<file path="src/rtl/pc_pkg.sv">
// -----------------------------------------------------------------------------
// pc_pkg
// Shared types and constants for the program-counter / next-PC stage.
//   PC_W       : program counter width (32)
//   IDX_W      : J-type instr_index width (26)
//   PC_INC     : sequential fetch increment (4)
//   pc_state_e : fetch FSM states (INIT, FETCH, PENDING)
//   redirect_t : a resolved control-transfer target plus its alignment error
// Optional feature macro used by the files importing this package:
//   PC_ALIGN_CHECK_EN
// -----------------------------------------------------------------------------
package pc_pkg;

  localparam int PC_W  = 32;
  localparam int IDX_W = 26;

  localparam logic [PC_W-1:0] PC_INC = 32'd4;

  typedef enum logic [1:0] {
    ST_INIT    = 2'd0,
    ST_FETCH   = 2'd1,
    ST_PENDING = 2'd2
  } pc_state_e;

  // A redirect as it will be applied to the PC: the final target (exception
  // vector already substituted when applicable) and whether the load must
  // raise AddrErr.
  typedef struct packed {
    logic [PC_W-1:0] target;
    logic            err;
  } redirect_t;

endpackage : pc_pkg

</file>
<file path="src/rtl/pc_target_sel.sv">
// -----------------------------------------------------------------------------
// pc_target_sel
// Combinational next-PC target selection for control transfers.
// Priority: JR/JALR > J/JAL > taken conditional branch.
//   branch_base   in  32  PC+4 of the branch/jump instruction
//   branch_offset in  32  sign-extended immediate << 2
//   branch_taken  in  1   conditional branch resolved taken
//   jump          in  1   J/JAL
//   jump_index    in  26  instr_index field
//   jump_reg      in  1   JR/JALR
//   jump_reg_addr in  32  rs value
//   redirect      out 1   any control transfer requested
//   sel           out     selected target and alignment-error flag
// Macro PC_ALIGN_CHECK_EN: a misaligned JR/JALR target is replaced by
// EXC_VECTOR and flagged; otherwise the low two address bits are dropped.
// -----------------------------------------------------------------------------
module pc_target_sel
  import pc_pkg::*;
#(
  parameter logic [PC_W-1:0] EXC_VECTOR = 32'h0000_0080
) (
  input  logic [PC_W-1:0]  branch_base,
  input  logic [PC_W-1:0]  branch_offset,
  input  logic             branch_taken,
  input  logic             jump,
  input  logic [IDX_W-1:0] jump_index,
  input  logic             jump_reg,
  input  logic [PC_W-1:0]  jump_reg_addr,
  output logic             redirect,
  output redirect_t        sel
);

  logic [PC_W-1:0] branch_target;
  logic [PC_W-1:0] jump_target;
  logic [PC_W-1:0] jr_target;
  logic            jr_err;

  // Plain modulo-2^32 add; overflow is deliberately not reported.
  assign branch_target = branch_base + branch_offset;

  // J-type target keeps the 256 MB region of the delay-slot PC.
  assign jump_target = {branch_base[PC_W-1:PC_W-4], jump_index, 2'b00};

`ifdef PC_ALIGN_CHECK_EN
  logic misaligned;

  assign misaligned = |jump_reg_addr[1:0];
  assign jr_target  = misaligned ? EXC_VECTOR : jump_reg_addr;
  assign jr_err     = misaligned;
`else
  logic unused_low_bits;
  logic unused_exc_vector;

  // Without checking, a register target is simply forced word-aligned.
  assign jr_target         = {jump_reg_addr[PC_W-1:2], 2'b00};
  assign jr_err            = 1'b0;
  assign unused_low_bits   = ^jump_reg_addr[1:0];
  assign unused_exc_vector = ^EXC_VECTOR;
`endif

  assign redirect = jump_reg | jump | branch_taken;

  always_comb begin
    sel = '0;
    if (jump_reg) begin
      sel.target = jr_target;
      sel.err    = jr_err;
    end else if (jump) begin
      sel.target = jump_target;
    end else if (branch_taken) begin
      sel.target = branch_target;
    end
  end

endmodule : pc_target_sel

</file>
<file path="src/rtl/pc_unit.sv">
// -----------------------------------------------------------------------------
// pc_unit
// Program counter register, sequential fetch, and a one-entry redirect buffer
// that holds a control transfer arriving while the pipeline is stalled.
//   Clk          in  1   clock, rising edge
//   Rst          in  1   synchronous active-low reset
//   Stall        in  1   hazard stall; PC must not advance
//   ImemReady    in  1   instruction memory accepts the current fetch
//   BranchBase   in  32  PC+4 of the branch/jump instruction
//   BranchOffset in  32  sign-extended immediate << 2
//   BranchTaken  in  1   conditional branch taken
//   Jump         in  1   J/JAL
//   JumpIndex    in  26  instr_index field
//   JumpReg      in  1   JR/JALR
//   JumpRegAddr  in  32  rs value
//   PC           out 32  current fetch address
//   PCPlus4      out 32  PC + 4 (combinational from PC register)
//   PCValid      out 1   fetch request valid
//   AddrErr      out 1   one-cycle pulse when a misaligned JR target loads
// Macro PC_ALIGN_CHECK_EN enables JR alignment checking; when undefined
// AddrErr is tied low.
// -----------------------------------------------------------------------------
module pc_unit
  import pc_pkg::*;
#(
  parameter logic [PC_W-1:0] RESET_PC   = 32'h0000_0000,
  parameter logic [PC_W-1:0] EXC_VECTOR = 32'h0000_0080
) (
  input  logic             Clk,
  input  logic             Rst,
  input  logic             Stall,
  input  logic             ImemReady,
  input  logic [PC_W-1:0]  BranchBase,
  input  logic [PC_W-1:0]  BranchOffset,
  input  logic             BranchTaken,
  input  logic             Jump,
  input  logic [IDX_W-1:0] JumpIndex,
  input  logic             JumpReg,
  input  logic [PC_W-1:0]  JumpRegAddr,
  output logic [PC_W-1:0]  PC,
  output logic [PC_W-1:0]  PCPlus4,
  output logic             PCValid,
  output logic             AddrErr
);

  pc_state_e       state_reg, state_next;
  logic [PC_W-1:0] pc_reg, pc_next;
  redirect_t       pend_reg, pend_next;
  logic            addr_err_reg, addr_err_next;

  logic            redirect;
  redirect_t       sel;
  redirect_t       chosen;

  pc_target_sel #(
    .EXC_VECTOR (EXC_VECTOR)
  ) u_target_sel (
    .branch_base   (BranchBase),
    .branch_offset (BranchOffset),
    .branch_taken  (BranchTaken),
    .jump          (Jump),
    .jump_index    (JumpIndex),
    .jump_reg      (JumpReg),
    .jump_reg_addr (JumpRegAddr),
    .redirect      (redirect),
    .sel           (sel)
  );

  // ---------------------------------------------------------------------------
  // FSM: state register
  // ---------------------------------------------------------------------------
  always_ff @(posedge Clk) begin
    if (!Rst) begin
      state_reg <= ST_INIT;
    end else begin
      state_reg <= state_next;
    end
  end

  // ---------------------------------------------------------------------------
  // FSM: next-state logic
  // ---------------------------------------------------------------------------
  always_comb begin
    state_next = state_reg;
    case (state_reg)
      ST_INIT:    state_next = ST_FETCH;
      ST_FETCH:   if (redirect && Stall) state_next = ST_PENDING;
      ST_PENDING: if (!Stall) state_next = ST_FETCH;
      default:    state_next = ST_INIT;
    endcase
  end

  // ---------------------------------------------------------------------------
  // FSM: outputs
  // ---------------------------------------------------------------------------
  always_comb begin
    PCValid = 1'b0;
    case (state_reg)
      ST_FETCH, ST_PENDING: PCValid = 1'b1;
      default:              PCValid = 1'b0;
    endcase
  end

  // ---------------------------------------------------------------------------
  // Datapath next values: PC, redirect buffer, error pulse
  // ---------------------------------------------------------------------------
  // A redirect present in the same cycle the stall releases is younger than
  // the buffered one, so it wins.
  assign chosen = redirect ? sel : pend_reg;

  always_comb begin
    pc_next       = pc_reg;
    pend_next     = pend_reg;
    addr_err_next = 1'b0;
    case (state_reg)
      ST_FETCH: begin
        if (redirect) begin
          if (!Stall) begin
            // Redirect abandons the outstanding fetch even if memory
            // accepted it this cycle.
            pc_next       = sel.target;
            addr_err_next = sel.err;
          end else begin
            pend_next = sel;
          end
        end else if (ImemReady && !Stall) begin
          pc_next = pc_reg + PC_INC;
        end
      end
      ST_PENDING: begin
        if (Stall) begin
          if (redirect) pend_next = sel;
        end else begin
          pc_next       = chosen.target;
          addr_err_next = chosen.err;
          pend_next     = '0;
        end
      end
      default: begin
        pc_next = RESET_PC;
      end
    endcase
  end

  always_ff @(posedge Clk) begin
    if (!Rst) begin
      pc_reg       <= RESET_PC;
      pend_reg     <= '0;
      addr_err_reg <= 1'b0;
    end else begin
      pc_reg       <= pc_next;
      pend_reg     <= pend_next;
      addr_err_reg <= addr_err_next;
    end
  end

  assign PC      = pc_reg;
  assign PCPlus4 = pc_reg + PC_INC;

`ifdef PC_ALIGN_CHECK_EN
  assign AddrErr = addr_err_reg;
`else
  logic unused_addr_err;

  assign AddrErr         = 1'b0;
  assign unused_addr_err = addr_err_reg;
`endif

endmodule : pc_unit

</file>
<file path="config.mk">
export PLATFORM = sky130hd
export DESIGN_NAME = pc_unit
export DESIGN_NICKNAME = d
export VERILOG_FILES = /design/src/rtl/pc_pkg.sv /design/src/rtl/pc_target_sel.sv /design/src/rtl/pc_unit.sv
export SDC_FILE = /design/constraint.sdc
export NUM_CORES = 1
export LEC_CHECK = 0
export CELL_PAD_IN_SITES_DETAIL_PLACEMENT = 0
export CELL_PAD_IN_SITES_GLOBAL_PLACEMENT = 1
export CORE_ASPECT_RATIO = 0.75
export CORE_MARGIN = 2
export CORE_UTILIZATION = 30
export DETAILED_ROUTE_END_ITERATION = 10
export GPL_TIMING_DRIVEN = 0
export PLACE_DENSITY = 0.89
export SKIP_LAST_GASP = 1
export SLEW_MARGIN = 40
export SYNTH_ARGS = -nofsm -noshare
export SYNTH_HDL_FRONTEND = slang
export SYNTH_SLANG_ARGS = --single-unit
</file>
<file path="constraint.sdc">
create_clock -name Clk -period 2.8 [get_ports Clk]
set_input_delay 0.56 -clock Clk [delete_from_list [all_inputs] [get_ports Clk]]
set_output_delay 0.56 -clock Clk [all_outputs]
set_load 0.02 [all_outputs]
</file>
### After elaboration in Yosys (flattened, before gate mapping)

Cells that the tools add are included.

| cells by class | value |
|---|---|
| add/subtract/negate cells | 2 |
| multipliers | 0 |
| divide/modulo/power cells | 0 |
| order comparisons | 0 |
| eq/ne operators | 8 |
| shift-type cells | 0 |
| multiplexer cells | 17 |
| bitwise gates (word level) | 2 |
| reductions and logical operators | 9 |

Operators by type and width:

| cell | number |
|---|---|
| 2-to-1 mux 32 bit | 7 |
| 2-to-1 mux 33 bit | 4 |
| one-hot mux 33 bit (2 select lines) | 1 |
| one-hot mux 32 bit (2 select lines) | 1 |
| adder 32 x 3 -> 32 bit (second input constant) | 1 |
| adder 32 bit | 1 |
| inequality test 2 bit (second input constant) | 4 |
| inequality test 3 bit (second input constant) | 2 |
| one-hot mux 2 bit (3 select lines) | 1 |
| AND reduction 3 bit | 2 |
| 2-to-1 mux 2 bit | 2 |
| == test 2 x 1 -> 1 bit (second input constant) | 1 |
| == test 2 bit (second input constant) | 1 |
| logical AND 1 bit | 2 |
| logical NOT 2 bit | 1 |
| bitwise OR 1 bit | 2 |
| AND reduction 2 bit | 1 |
| nonzero test 2 bit | 1 |
| OR reduction 2 bit | 1 |
| logical NOT 1 bit | 1 |
| 2-to-1 mux 1 bit | 1 |

| word-level totals | value |
|---|---|
| flip-flop bits (word level) | 66 |
| latch bits | 0 |
| RAM bits | 0 |
| memory bits (read-only) | 0 |
| output and inout bits | 66 |
| logic and storage cells | 41 |
| memories kept | 0 |

### Logic depth before layout (Yosys ltp)

Gate-level depths: netlist of the first run.

| logic depth | value |
|---|---|
| word-level depth | 7 |
| gate-level depth with buffers | 14 |

### Hierarchy

From an unflattened synthesis of the first run, not the netlist that was laid out.

| second synthesis, totals | value |
|---|---|
| cells, all modules | 871 |
| area total of the unflattened synthesis | 6656.4 µm² |

By module, submodules not included:

| module | instances | cells each | area each (µm²) | seq. area each (µm²) |
|---|---|---|---|---|
| pc_unit | 1 | 533 | 4345.4 | 1321.3 |
| pc_target_sel | 1 | 338 | 2311.0 | 0.0 |

### Least setup slack after synthesis of the first run

OpenSTA, ideal clock, no wires.

| timing | value |
|---|---|
| path type | input -> register |
| start | input BranchBase[0] |
| end | register pend_reg[31] (netlist bit) |
| setup time | 0.127 ns |
| data arrival time | 2.806 ns |
| required time | 2.673 ns |
| path slack | -0.133 ns |
| cell stages on the path | 13 |
| cell sequence | ha_1 -> inv_1 -> fa_1 -> nor2b_1 -> o21ai_1 -> a21oi_2 -> o21a_1 -> nor2_2 -> o311ai_4 -> a221oi_4 -> o21ai_2 -> nor3_1 -> or3_1 |

| on the way | value |
|---|---|
| longest elaborated chain between the ends | 7 |
| elaborated cells between the ends (all ways) | 9 |
| classes of those cells | add/sub (1); mux (8) |

RTL lines:

| element | RTL line | source |
|---|---|---|
| from (decl) | pc_unit.sv:33 | `input logic [PC_W-1:0] BranchBase,` |
| adder 32 bit (*) | pc_target_sel.sv:39 | `assign branch_target = branch_base + branch_offset;` |
| 2-to-1 mux 32 bit (*) | pc_target_sel.sv:70 | `end else if (branch_taken) begin` |
| 2-to-1 mux 32 bit (*) | pc_target_sel.sv:68 | `end else if (jump) begin` |
| 2-to-1 mux 32 bit (*) | pc_target_sel.sv:65 | `if (jump_reg) begin` |
| 2-to-1 mux 33 bit, on equally long branches | pc_unit.sv:132, pc_unit.sv:118 |  |
| 2-to-1 mux 33 bit, on equally long branches | pc_unit.sv:131, pc_unit.sv:117 |  |
| one-hot mux 33 bit (2 select lines) (*) | pc_unit.sv:115 | `case (state_reg)` |
| to (signal assigned) | pc_unit.sv:152 | `pend_reg <= pend_next;` |
| to (decl) | pc_unit.sv:48 | `redirect_t pend_reg, pend_next;` |

Mark *: on every way between the ends. The rest lies on a longest branch, timed or not. The select of a mux whose other input is x is not followed.
A chain may end at the register's enable or synchronous reset.

### Final worst setup path of the first run

| timing | value |
|---|---|
| start | input BranchBase[0] |
| end | register pc_reg[20], in the netlist PC[20] |

| on the way | value |
|---|---|
| longest elaborated chain between the ends | 7 |
| elaborated cells between the ends (all ways) | 9 |
| classes of those cells | add/sub (1); mux (8) |

RTL lines:

| element | RTL line | source |
|---|---|---|
| adder 32 bit (*) | pc_target_sel.sv:39 |  |
| 2-to-1 mux 32 bit (*) | pc_target_sel.sv:70 |  |
| 2-to-1 mux 32 bit (*) | pc_target_sel.sv:68 |  |
| 2-to-1 mux 32 bit (*) | pc_target_sel.sv:65 |  |
| 2-to-1 mux 33 bit or 2-to-1 mux 32 bit (tied branches) | n/a |  |
| 2-to-1 mux 32 bit, on equally long branches | pc_unit.sv:131, pc_unit.sv:117 |  |
| one-hot mux 32 bit (2 select lines) (*) | pc_unit.sv:115 |  |
| to (signal assigned) | pc_unit.sv:151 | `pc_reg <= pc_next;` |
| to (decl) | pc_unit.sv:47 | `logic [PC_W-1:0] pc_reg, pc_next;` |

Marked as above.

==> results of run 1 <==
-- worst reg2reg max path: cells and delay by family (launching register included) --
family,cells,cell delay (ns)
AOI/OAI and AO/OA,3,0.55
DFF,1,0.33
xor gates and xnor gates,1,0.15
and+or+nand+nor,5,0.93
buffers and inverters,4,0.56
-- worst min-delay path by stage --
stage	cells after the start	slack, ns	to
6_report	2	0.49	PC[16]
5_1_grt	2	0.52	pend_reg[28]
4_1_cts	2	0.49	pend_reg[28]
3_5_place_dp	2	0.48	pend_reg[28]
3_3_place_gp	2	0.47	pend_reg[28]
2_1_floorplan	2	0.45	pend_reg[28]
-- kinds of logic after synthesis --
family	Yosys count	synth area share [%]
AO/OA/AOI/OAI	305	34.0
XOR/XNOR	56	8.10
adder cells (fa/ha/maj)	37	7.65
buffers and inverters	78	5.11
flip-flops	66	21.5
multiplexers	6	1.02
other	1	0.0610
AND/OR/NAND/NOR	304	22.5
-- what timing repair did --
item	CTS	global route
resized for setup	215	114
cloned	0	0
setup buffers	36	22
endpoints found under the setup margin	80	70
pin swaps	68	74
endpoints found under the hold margin	0	0
-- metal layers --
| layer | GRT usage (%) | routed length (um) | share of wire (%) | up-vias |
|---|---|---|---|---|
| met4 | 8.80 | 765 | 2.6 | 0 |
| met2 | 38.0 | 12700 | 43 | 435 |
| met1 | 37.4 | 13000 | 44 | 3748 |
| li1 | - | - | - | 3643 |
| met5 | 0 | 0 | 0 | - |
| met3 | 5.77 | 2840 | 9.7 | 46 |
-- Yosys cell counts (4+ instances only) --
| cell | instances | share of area [%] |
|---|---|---|
| xor2_1 | 30 | 4.3 |
| a22oi_1 | 12 | 1.5 |
| o31ai_1 | 4 | 0.49 |
| nand2b_1 | 8 | 0.81 |
| a222oi_1 | 4 | 0.65 |
| a221o_1 | 9 | 1.5 |
| a21oi_1 | 81 | 6.6 |
| nor2_1 | 125 | 7.6 |
| nor2b_1 | 8 | 0.81 |
| a221oi_1 | 10 | 1.4 |
| nand3_1 | 17 | 1.4 |
| nand2_1 | 88 | 5.4 |
| clkbuf_1 | 46 | 2.8 |
| o21a_1 | 9 | 1.1 |
| buf_4 | 4 | 0.49 |
| o21ai_0 | 53 | 4.3 |
| or3_1 | 5 | 0.51 |
| ha_1 | 36 | 7.3 |
| nor3_1 | 14 | 1.1 |
| a21o_1 | 19 | 2.3 |
| a211oi_1 | 12 | 1.5 |
| nand4_1 | 11 | 1.1 |
| xnor2_1 | 25 | 3.6 |
| o21ai_1 | 14 | 1.1 |
| and2_1 | 9 | 0.92 |
| o221ai_1 | 19 | 2.7 |
| mux2i_1 | 4 | 0.65 |
| o211ai_1 | 4 | 0.49 |
| dfxtp_1 | 66 | 21 |
| a31oi_1 | 10 | 1.0 |
| a41oi_1 | 4 | 0.57 |
| a22o_1 | 6 | 0.86 |
| inv_1 | 20 | 1.2 |
| buf_2 | 5 | 0.41 |
-- power by group --
group	internal (mW)	leakage, nW	total [mW]	switching (mW)
Sequential	1.02	0.544	1.10	0.0851
Clock	0.650	0.130	1.14	0.487
Combinational	0.778	3.31	1.84	1.06
-- cell type report --
| type | instances | area (um^2) | area share (%) |
|---|---|---|---|
| clock buffer | 11 | 253 | 2.55 |
| inverter | 21 | 78.8 | 0.794 |
| multi-input combinational | 709 | 5380 | 54.2 |
| clock inverter | 5 | 38.8 | 0.391 |
| tap | 258 | 323 | 3.25 |
| buffer | 47 | 226 | 2.28 |
| sequential | 66 | 1350 | 13.6 |
| timing repair buffer | 248 | 2280 | 23.0 |
==> PnR_summary.wiki, run 1 <==
{| class="wikitable"
! Metric !! Value
|-
| Result of the run || finished with violations
|-
| Violations in the final reports || setup timing
|-
| RePlAce Congestion || 0.997
|-
| RSZ-0062 raised after global routing || true
|-
| Placement-stage worst setup slack || -0.957 ns
|-
| Worst setup margin || -0.0776 ns
|-
| Detailed placement HPWL || 21900 um
|-
| Count of antenna-violating nets left after detailed routing || 0
|-
| Launching element type of the critical path || input port
|-
| Largest net degree at the start of global routing || 13
|-
| Number of enable flip-flop cells after synthesis || 0
|-
| Final Instance Area || 9930 um^2
|-
| Relative slew slack || between 50% and 60%
|-
| Total number of placement rows || 45
|-
| Final-layout setup total negative slack || -0.379 ns
|-
| Critical-path top delay cell || fa_2
|-
| Share of the core filled with cells in the final layout || around half
|-
| Register bit total from synthesis || 66
|-
| Drt drc || 0
|-
| Hold WS || ~0.5 ns
|-
| Total congestion overflow || 0
|-
| Cell chosen for the clock root || clkbuf_16
|-
| Initial core utilization || 30.5%
|-
| Flop-to-flop setup slack || around 0.16 ns
|-
| Aggregate global-route resource usage || approximately 26%
|-
| I/O Pins || between 150 and 200
|-
| Final routed wire length divided by cell count || 21.5 um
|-
| Wire length after detailed routing || 29300 um
|-
| Transition time at the pin with the least slew margin || around 0.74 ns
|-
| Number of port buffers || 190
|-
| Total number of yosys warnings || 0
|-
| R2r startpoint || PC[13]
|-
| Most common cell after layout, fill and taps aside || clkdlybuf4s50_1
|-
| Crit path DAT || between 3 and 4 ns
|-
| Number of global-route vias before repair || 7353
|-
| Maximum fanout count along the critical path || 5
|-
| Clock period minus worst slack || 2.88 ns
|-
| Max Cap Violations || 0
|-
| Async SR Flop Fraction || 0%
|-
| Detailed-route via count || about 7900
|-
| Clk slew on worst S/H paths || 0.06 ns
|-
| Post-synthesis sequential area ratio || a little over a fifth
|-
| Cell Area, Synth || 6150 um^2
|-
| Cell Pwr Density || roughly 400 nW/um^2
|-
| Layout filler cell count || about 2000
|-
| Reg2Reg Capture Point || PC[30]
|-
| Vertical die dimension || 128 um
|-
| Core area || about 20000 um^2
|-
| Combined buffer and inverter count along the critical path || 2
|-
| Avg Vias per Cell || about 5.8
|-
| Final-report max-slew violation count || 0
|-
| Unique masters post-synth || between 70 and 80
|-
| Total die area || around 22000 um^2
|-
| R2r worst-path depth || 13
|-
| Timing startpoint of the critical path || BranchBase[0]
|-
| Maximum count of clock buffers along a single path || 2
|-
| Area grow syn2layout || 61.5%
|-
| Count of hold buffers inserted by post-cts repair || 0
|-
| Violation count after the first detailed-routing iteration || ~900
|-
| Post-route total power || 4.08 mW
|-
| Period utilisation layout || 103%
|-
| Final setup fails || 14
|-
| CP Depth || 14
|-
| Clock latency at the later pin of the worst-skew pair || between 0.3 and 0.4 ns
|-
| Delay contributed by the slowest stage of the critical path || 0.41 ns
|-
| Drt first pass iters || 6
|-
| Nature of the critical path endpoint || flop
|-
| Worst VDD drop || 269 uV
|-
| Fraction of layout cells with a size suffix above 1 || between 20% and 30%
|-
| Maximum achievable frequency || 0.348 GHz
|-
| End point of the critical path || PC[20]
|-
| Global-route wire length before repair || 42800 um
|-
| Class of the tightest hold or removal check || reg -> reg
|-
| TritonCTS clock tree || built
|-
| Final #Nets || about 1300
|-
| Post-DP Area || approximately 8400 um^2
|-
| Launch instance of the worst min-delay path || PC[16]
|-
| Worst Path Class, Setup || in -> reg
|-
| Commonest non-fill, non-tap cells in the layout || 124 x clkdlybuf4s50_1, 111 x nor2_1, 84 x nand2_1, 75 x a21oi_1, 65 x buf_4
|-
| Required time at the worst-slack endpoint || 3.04 ns
|-
| Total CTS buffers || 9
|-
| Total leakage power || 3.98 nW
|-
| Net count of the mapped netlist || ~1000
|-
| Layout Cells excl Fill || 1365
|-
| Number of antenna violations at the first check in global routing || 0
|-
| Most Frequent Cell on Critical Path || o21ai_2
|-
| Post-Syn Instances || approximately 850
|-
| Synthesized area divided by synthesized cell count || between 7 and 8 um^2
|-
| Depth of the CTS H-tree || 3
|-
| Cell family contributing the most delay on the critical path || compound AO/OA/AOI/OAI gates
|-
| Horiz. Die Dim || roughly 170 um
|-
| Endpoints failing hold || 0
|-
| Ant. Diodes || 0
|-
| Cell Chain, Critical Path || buf_6 > ha_4 > inv_2 > fa_2 > nor2b_4 > o21ai_2 > a21oi_2 > o21ai_1 > o211a_1 > o31a_1 > o21ai_2 > xor2_1 > a211o_1 > a22o_1
|-
| Flip-flop cell with the highest count after synthesis || dfxtp_1
|-
| Placed cells || 1301
|-
| CTS sink count || 66
|-
| Clock tree skew after final layout || 0.0135 ns
|}
Note: power is estimated with default switching activity, not from simulation.
==> run 2, diff against run 1 <==
Settings changed: ABC_AREA set to 1, CORE_UTILIZATION 30 to 25, PLACE_DENSITY 0.89 to 0.78, RECOVER_POWER set to 25.
==> run 2 against run 1 <==
  * The flow now finishes without violations
  * Critical path depth up 7
  * Non-clock buffer count decreased by 37
  * Final cell count is 39% higher
  * Sequential cell count unchanged
  * Die area is 42% higher
  * Utilization fell by 12 points
  * Setup slack improved by 0.14 ns
  * First-iteration DRC count fell by 30%
  * Critical endpoint is now PC[24]
  * Clock skew down 0.0043 ns
  * Via count is 18% higher
==> PnR_summary.wiki, run 2 <==
{| class="wikitable"
! Metric !! Value
|-
| Result of the run || finished clean
|-
| Hold WS || 0.461 ns (-0.0284 ns)
|-
| Cell Pwr Density || 561 nW/um^2 (+37%)
|-
| RePlAce Congestion || 0.890 (-11%)
|-
| Final-report max-slew violation count || 0 (unchanged)
|-
| Reg2Reg Capture Point || PC[0]
|-
| Share of the core filled with cells in the final layout || 37.0% (-12 points)
|-
| Initial core utilization || 25.3% (-5.2 points)
|-
| Class of the tightest hold or removal check || reg -> reg
|-
| Total number of yosys warnings || 0 (unchanged)
|-
| Worst Path Class, Setup || in -> reg
|-
| Number of antenna violations at the first check in global routing || 3 (+3)
|-
| Count of antenna-violating nets left after detailed routing || 0 (unchanged)
|-
| Flop-to-flop setup slack || 0.16 ns (about the same)
|-
| Clock period minus worst slack || 2.74 ns (-0.142 ns)
|-
| Final-layout setup total negative slack || 0 ns (+0.379 ns)
|-
| Period utilisation layout || 97.7% (-5.1 points)
|-
| Vertical die dimension || 152 um (+19%)
|-
| Clock latency at the later pin of the worst-skew pair || 0.34 ns (about the same)
|-
| R2r startpoint || state_reg[0]
|-
| I/O Pins || 195 (unchanged)
|-
| Detailed placement HPWL || 26800 um (+23%)
|-
| Maximum achievable frequency || 0.366 GHz (+5.2%)
|-
| Relative slew slack || 51.8% (+1.3 points)
|-
| Depth of the CTS H-tree || 3 (unchanged)
|-
| Drt drc || 0 (unchanged)
|-
| Net count of the mapped netlist || 1445 (+42%)
|-
| Hold-critical path endpoint || pend_reg[7]
|-
| Number of port buffers || 191 (+0.53%)
|-
| Final #Nets || 1660 (+31%)
|-
| Commonest non-fill, non-tap cells in the layout || 346 x nand2_1, 141 x clkdlybuf4s50_1, 122 x inv_1, 100 x a21oi_1, 81 x nor2_1
|-
| Layout Cells excl Fill || 1891 (+39%)
|-
| Post-synthesis sequential area ratio || 18.0% (-3.5 points)
|-
| Clock tree skew after final layout || 0.00915 ns (-0.00433 ns)
|-
| Most frequent cells after synthesis || 380 x nand2_1, 126 x inv_1, 117 x a21oi_1
|-
| Endpoints failing hold || 0 (unchanged)
|-
| Synthesized area divided by synthesized cell count || 5.73 um^2 (-21%)
|-
| Total leakage power || 4.71 nW (+18%)
|-
| TritonCTS clock tree || built
|-
| Number of global-route vias before repair || 8977 (+22%)
|-
| Final setup fails || 0 (-14)
|-
| Flip-flop cell with the highest count after synthesis || dfxtp_1
|-
| Cell Area, Synth || 7320 um^2 (+19%)
|-
| Required time at the worst-slack endpoint || 3.00 ns (-0.04 ns)
|-
| Maximum count of clock buffers along a single path || 2 (unchanged)
|-
| Top cells by area, synth || nand2_1 19%, dfxtp_1 18%, a21oi_1 8.0%
|-
| Crit path DAT || 2.94 ns (-0.18 ns)
|-
| Unique masters post-synth || 49 (-36%)
|-
| Total die area || 30700 um^2 (+42%)
|-
| Max Cap Violations || 0 (unchanged)
|-
| Total CTS buffers || 9 (unchanged)
|-
| Number of enable flip-flop cells after synthesis || 0 (unchanged)
|-
| Largest net degree at the start of global routing || 11 (-2)
|-
| Nature of the critical path endpoint || flop
|-
| Aggregate global-route resource usage || 20.9% (-5.1 points)
|-
| Wire length after detailed routing || 32400 um (+11%)
|-
| Cell depth of the worst min-delay path || 2 (unchanged)
|-
| Area grow syn2layout || 46.3%
|-
| Total number of placement rows || 54 (+20%)
|-
| Horiz. Die Dim || 202 um (+19%)
|-
| Fraction of layout cells with a size suffix above 1 || 19.8% (-3.8 points)
|-
| Launch instance of the worst min-delay path || pend_reg[7]
|-
| Cell type with the largest total area after synthesis || nand2_1
|-
| Maximum fanout count along the critical path || 3 (-2)
|-
| Total congestion overflow || 0 (unchanged)
|-
| RSZ-0062 raised after global routing || true
|-
| Global-route wire length before repair || 50200 um (+17%)
|-
| Cell chosen for the clock root || clkbuf_16
|-
| Placed cells || 1862 (+43%)
|-
| Avg Vias per Cell || 4.93 (-15%)
|-
| Final routed wire length divided by cell count || 17.1 um (-20%)
|-
| Detailed-route via count || 9318 (+18%)
|-
| Register bit total from synthesis || 66 (unchanged)
|-
| Drt first pass iters || 5 (-1)
|-
| Post-Syn Instances || 1279 (+50%)
|-
| Clk slew on worst S/H paths || 0.06 ns (about the same)
|-
| Transition time at the pin with the least slew margin || 0.722 ns (-0.0189 ns)
|-
| CTS sink count || 66 (unchanged)
|-
| Violation count after the first detailed-routing iteration || 628 (-30%)
|-
| Worst VDD drop || 533 uV (+98%)
|-
| R2r worst-path depth || 8 (-5)
|-
| Layout filler cell count || 3226 (+64%)
|-
| Most common cell after layout, fill and taps aside || nand2_1
|-
| Async SR Flop Fraction || 0% (unchanged)
|-
| Cell with the most instances after synthesis || nand2_1
|-
| Fraction of post-synthesis cell area in the top cell type by area || 19.5% (-2.0 points)
|-
| Launching element type of the critical path || input port
|-
| Core area || 28900 um^2 (+43%)
|}
run 2: changes by cell type in the layout (fill, tap and decap cells not counted), moves of 26 or more:
cell / change
nand2_2: +34
nand3_1: +66
inv_1: +106
nand2_1: +262
or2_2: +35
dlygate4sd3_1: +26
nor2_1: -30
buf_4: -48
run 2: cell families (layout without fill, tap and decap cells):
kind of cell	count (synthesis)	count (layout)	share of synthesized area, %
adder cells (fa/ha/maj)	37	37	6.42
flip-flops	66	66	18.0
AND/OR/NAND/NOR	681	681	41.7
other	1	2	0.0512
AO/OA/AOI/OAI	270	270	20.2
buffers and inverters	199	418	10.7
XOR/XNOR	25	25	2.99
run 2: cell type report:
type / count / area, um^2 / share of cell area [%]
multi-input cells: 1014 / 5810 / 54.3
repair buffers: 204 / 1990 / 18.5
flip-flops and latches: 66 / 1350 / 12.6
inverters: 145 / 548 / 5.12
well taps: 392 / 490 / 4.58
clock buffers: 12 / 246 / 2.30
plain buffers: 54 / 240 / 2.24
clock inverters: 3 / 40.0 / 0.374
diodes: 1 / 2.50 / 0.0234
run 2: critical path, cell delays in order:
cell,delay (ns)
clkdlybuf4s50_1,0.47
ha_2,0.18
inv_1,0.05
fa_2,0.33
inv_2,0.09
nand3_2,0.08
nand3_4,0.10
nand2_4,0.07
nand2_4,0.09
nand3_2,0.08
nand2_2,0.09
buf_4,0.11
nand2_1,0.07
nand2_1,0.06
nand2_1,0.06
nand3_2,0.09
nand2_2,0.06
nand2_4,0.09
nand2_4,0.05
nand3_1,0.10
a21oi_2,0.05
run 2: power by group:
group | leakage (nW) | switching (mW) | internal, mW
logic | 4.02 | 2.17 | 1.21
clock network | 0.142 | 0.426 | 0.706
registers | 0.548 | 0.240 | 1.26
total | 4.71 | 2.84 | 3.17
run 2: how the worst max path moves through the flow:
stage / start / to / slack, ns / cells after the start
detailed placement: BranchBase[0] / PC[20] / -0.54 / 20
floorplan: BranchBase[0] / pend_reg[21] / 0.46 / 18
global placement: BranchBase[0] / PC[20] / -0.53 / 20
finish: BranchOffset[0] / PC[24] / 0.06 / 21
CTS: PC[12] / PCPlus4[26] / -0.15 / 8
global route: BranchBase[0] / PC[24] / -0.05 / 20
run 2: timing repair:
item / 4_1_cts / 5_1_grt
cloned: 0 / 0
resized for setup: 69 / 151
setup buffers: 1 / 12
pin swaps: 4 / 26
hold buffers: 0 / 0
endpoints found under the setup margin: 38 / 73
run 2: metrics by stage:
step / power [mW] / setup WS (ns) / cell area (um^2)
finish: 6.01 / 0.0641 / 10700
global route: 6.46 / -0.0458 / 10700
CTS: 5.85 / -0.148 / 10200
detailed placement: 4.69 / -0.542 / 9730
global placement: 4.65 / -0.531 / 9730
floorplan: 3.43 / 0.463 / 7320
run 2: layer usage:
metal	GRT usage [%]	wire (um)
met5	0	23
met4	3.68	376
met3	4.62	2180
met2	31.3	13500
met1	30.7	16300
==> run 3, diff against run 2 <==
Settings changed: PLACE_DENSITY 0.78 to 0.79, SYNTH_HIERARCHICAL set to 1.
==> run 3 against run 2 <==
  * Wire length rose by 0.12%
  * Via count rose by 3.5%
  * Clock skew fell by 0.0044 ns
  * Non-clock buffer count rose by 18
  * Largest power group unchanged
  * Highest routed layer unchanged
  * Die area rose by 1.9%
  * Clock-buffer cell count did not move
  * Clock power barely moved
==> PnR_summary.wiki, run 3 <==
{| class="wikitable"
! Metric !! Value
|-
| Post-Syn Instances || 1376 (+7.6%)
|-
| Detailed-route via count || 9640 (+3.5%)
|-
| Switching power || 2.78 mW (-2.2%)
|-
| Launch instance of the worst min-delay path || PC[3]
|-
| Clock period minus worst slack || 2.66 ns (-0.0733 ns)
|-
| Crit path DAT || 2.93 ns (about the same)
|-
| Power share of the combinational group || 56.4% (+0.2 points)
|-
| Commonest non-fill, non-tap cells in the layout || 397 x nand2_1, 170 x a21oi_1, 148 x inv_1, 130 x nor2_1, 76 x clkdlybuf4s50_1
|-
| Max Cap Violations || 0 (unchanged)
|-
| Maximum fanout count along the critical path || 4 (+1)
|-
| Synthesized area divided by synthesized cell count || 5.43 um^2 (-5.2%)
|-
| Combined buffer and inverter count along the critical path || 4 (unchanged)
|-
| Part of the power in registers || 24.8% (about the same)
|-
| TritonCTS clock tree || built
|-
| Final-layout setup total negative slack || 0 ns (unchanged)
|-
| Clock latency at the later pin of the worst-skew pair || 0.34 ns (about the same)
|-
| Clk slew on worst S/H paths || 0.05 ns (about the same)
|-
| Total number of yosys warnings || 6 (+6)
|-
| Share of the core filled with cells in the final layout || 39.8% (+2.7 points)
|-
| Total leakage power || 5.68 nW (+21%)
|-
| Net count of the mapped netlist || 1542 (+6.7%)
|-
| Total number of placement rows || 54 (unchanged)
|-
| Clock tree skew after final layout || 0.00475 ns (-0.00440 ns)
|-
| Post-DP Area || 9870 um^2 (+1.5%)
|-
| Critical-path top delay cell || fa_2
|-
| Transition time at the pin with the least slew margin || 0.671 ns (-0.0516 ns)
|-
| Depth of the CTS H-tree || 3 (unchanged)
|-
| Nature of the critical path endpoint || flop
|-
| Number of antenna violations at the first check in global routing || 3 (unchanged)
|-
| Violation count after the first detailed-routing iteration || 848 (+35%)
|-
| Most utilized layer in the global route result || met2
|-
| Worst Path Class, Setup || in -> reg
|-
| I/O Pins || 195 (unchanged)
|-
| Number of port buffers || 191 (unchanged)
|-
| Detailed placement HPWL || 25800 um (-3.8%)
|-
| Part of the power in the clock network || 18.7% (about the same)
|-
| Fraction of layout cells with a size suffix above 1 || 21.0% (+1.2 points)
|-
| Area used by multi-input combinational logic || 6340 um^2 (+9.2%)
|-
| Vertical die dimension || 154 um (+0.96%)
|-
| Result of the run || finished clean
|-
| Required time at the worst-slack endpoint || 3.07 ns (+0.07 ns)
|-
| Drt first pass iters || 5 (unchanged)
|-
| Footprint of the flip-flops and latches || 1330 um^2 (-1.4%)
|-
| R2r startpoint || state_reg[0]
|-
| Layout filler cell count || 3158 (-2.1%)
|-
| Final Instance Area || 11600 um^2 (+8.7%)
|-
| Grt met3 use || 3.58% (-1.0 points)
|-
| Global-route wire length before repair || 49400 um (-1.7%)
|-
| Cell chosen for the clock root || clkbuf_16
|-
| Post-route total power || 6.01 mW (about the same)
|-
| Wire length after detailed routing || 32400 um (+0.12%)
|-
| CTS sink count || 66 (unchanged)
|-
| Final #Nets || 1777 (+7.0%)
|-
| RePlAce Congestion || 0.883 (-0.78%)
|-
| Cell internal pwr || 3.23 mW (+2.0%)
|-
| Final-report max-slew violation count || 0 (unchanged)
|-
| Cell Pwr Density || 516 nW/um^2 (-8.0%)
|-
| Endpoints failing hold || 0 (unchanged)
|-
| Final routed wire length divided by cell count || 16.1 um (-5.7%)
|-
| Maximum count of clock buffers along a single path || 2 (unchanged)
|-
| Initial core utilization || 25.5% (+0.20 points)
|-
| Cell Chain, Critical Path || dlygate4sd2_1 > ha_2 > inv_2 > fa_2 > inv_4 > nand3_1 > nand3_4 > nand3_2 > nand3b_1 > nand3_1 > a21oi_2 > nand2_1 > inv_1 > a21oi_1 > nor2_1 > a21oi_1 > nand2_1 > nand2_1 > a21oi_1
|-
| Worst VDD drop || 316 uV (-41%)
|-
| Total CTS buffers || 9 (unchanged)
|-
| Total congestion overflow || 0 (unchanged)
|-
| Cell family contributing the most delay on the critical path || simple AND/OR/NAND/NOR gates
|-
| Maximum achievable frequency || 0.376 GHz (+2.8%)
|-
| Final setup fails || 0 (unchanged)
|-
| Met2 Track Usage GR || 30.3% (-1.0 points)
|-
| Core area || 29300 um^2 (+1.2%)
|-
| Timing startpoint of the critical path || BranchOffset[0]
|-
| Period utilisation layout || 95.1% (-2.6 points)
|-
| Cell Area, Synth || 7470 um^2 (+2.0%)
|-
| Met1 usage in global routing || 29.9% (-0.86 points)
|-
| RSZ-0062 raised after global routing || true
|-
| Largest net degree at the start of global routing || 11 (unchanged)
|-
| Area grow syn2layout || 55.8%
|-
| Aggregate global-route resource usage || 20.0% (-0.87 points)
|-
| Count of antenna-violating nets left after detailed routing || 0 (unchanged)
|-
| Number of global-route vias before repair || 8977 (unchanged)
|-
| Class of the tightest hold or removal check || reg -> reg
|-
| Horiz. Die Dim || 204 um (+0.97%)
|-
| Delay contributed by the slowest stage of the critical path || 0.34 ns (-0.13 ns)
|-
| Relative slew slack || 55.3% (+3.4 points)
|-
| Most common cell after layout, fill and taps aside || nand2_1
|-
| Total die area || 31300 um^2 (+1.9%)
|-
| Drt drc || 0 (unchanged)
|-
| Launching element type of the critical path || input port
|-
| Sw Ratio || 46.2% (-1.0 points)
|-
| Avg Vias per Cell || 4.80 (-2.6%)
|}
[run 3: per-stage QoR]
| stage | std cells | setup WS (ns) | hold WS [ns] |
|---|---|---|---|
| detailed placement | 1959 | -0.940 | 0.505 |
| global placement | 1959 | -0.891 | 0.493 |
| finish | 2008 | 0.137 | 0.499 |
| CTS | 1986 | -0.104 | 0.513 |
| floorplan | 1376 | 0.253 | 0.473 |
| global route | 2007 | -0.0489 | 0.528 |
[run 3: per-layer routing]
layer	up-vias	wire (um)
li1	4862	-
met1	4457	16300
met2	291	13800
met3	26	2040
met4	4	237
met5	-	27
[run 3: cell type report]
type / count / share of cell area (%)
Buffer: 53 / 2.34
Timing Repair Buffer: 223 / 19.2
Inverter: 177 / 5.76
Sequential cell: 66 / 11.4
Clock inverter: 3 / 0.344
Multi-Input combinational cell: 1080 / 54.5
Tap cell: 392 / 4.21
Antenna cell: 1 / 0.0215
Clock buffer: 12 / 2.12
Timing Repair inverter: 1 / 0.0430
[run 3: final timing paths]
path	cells past startpoint	slack, ns	end
max	19	0.14	PC[18]
min reg2reg	2	0.50	PC[3]
max reg2reg	7	0.50	pend_reg[23]
min	2	0.50	PC[3]
[run 3: power by group through the flow]
stage | Combinational, mW | Sequential [mW] | Clock (mW)
floorplan | 1.83 | 1.50 | 0
CTS | 3.17 | 1.48 | 1.14
finish | 3.39 | 1.49 | 1.13
global route | 3.71 | 1.54 | 1.18
detailed placement | 3.02 | 1.49 | 0
global placement | 2.98 | 1.48 | 0
[run 3: what timing repair did]
item | 4_1_cts | 5_1_grt
pin swaps | 29 | 83
buffers inserted | 12 | 20
gates resized for setup | 151 | 230
cloned | 0 | 1
hold buffers | 0 | 0
setup endpoints to repair | 86 | 76
[run 3: tightest hold or removal path: stages (launching register included)]
cell,delay (ns)
dfxtp_2,0.34
nand2_1,0.06
a21oi_1,0.05
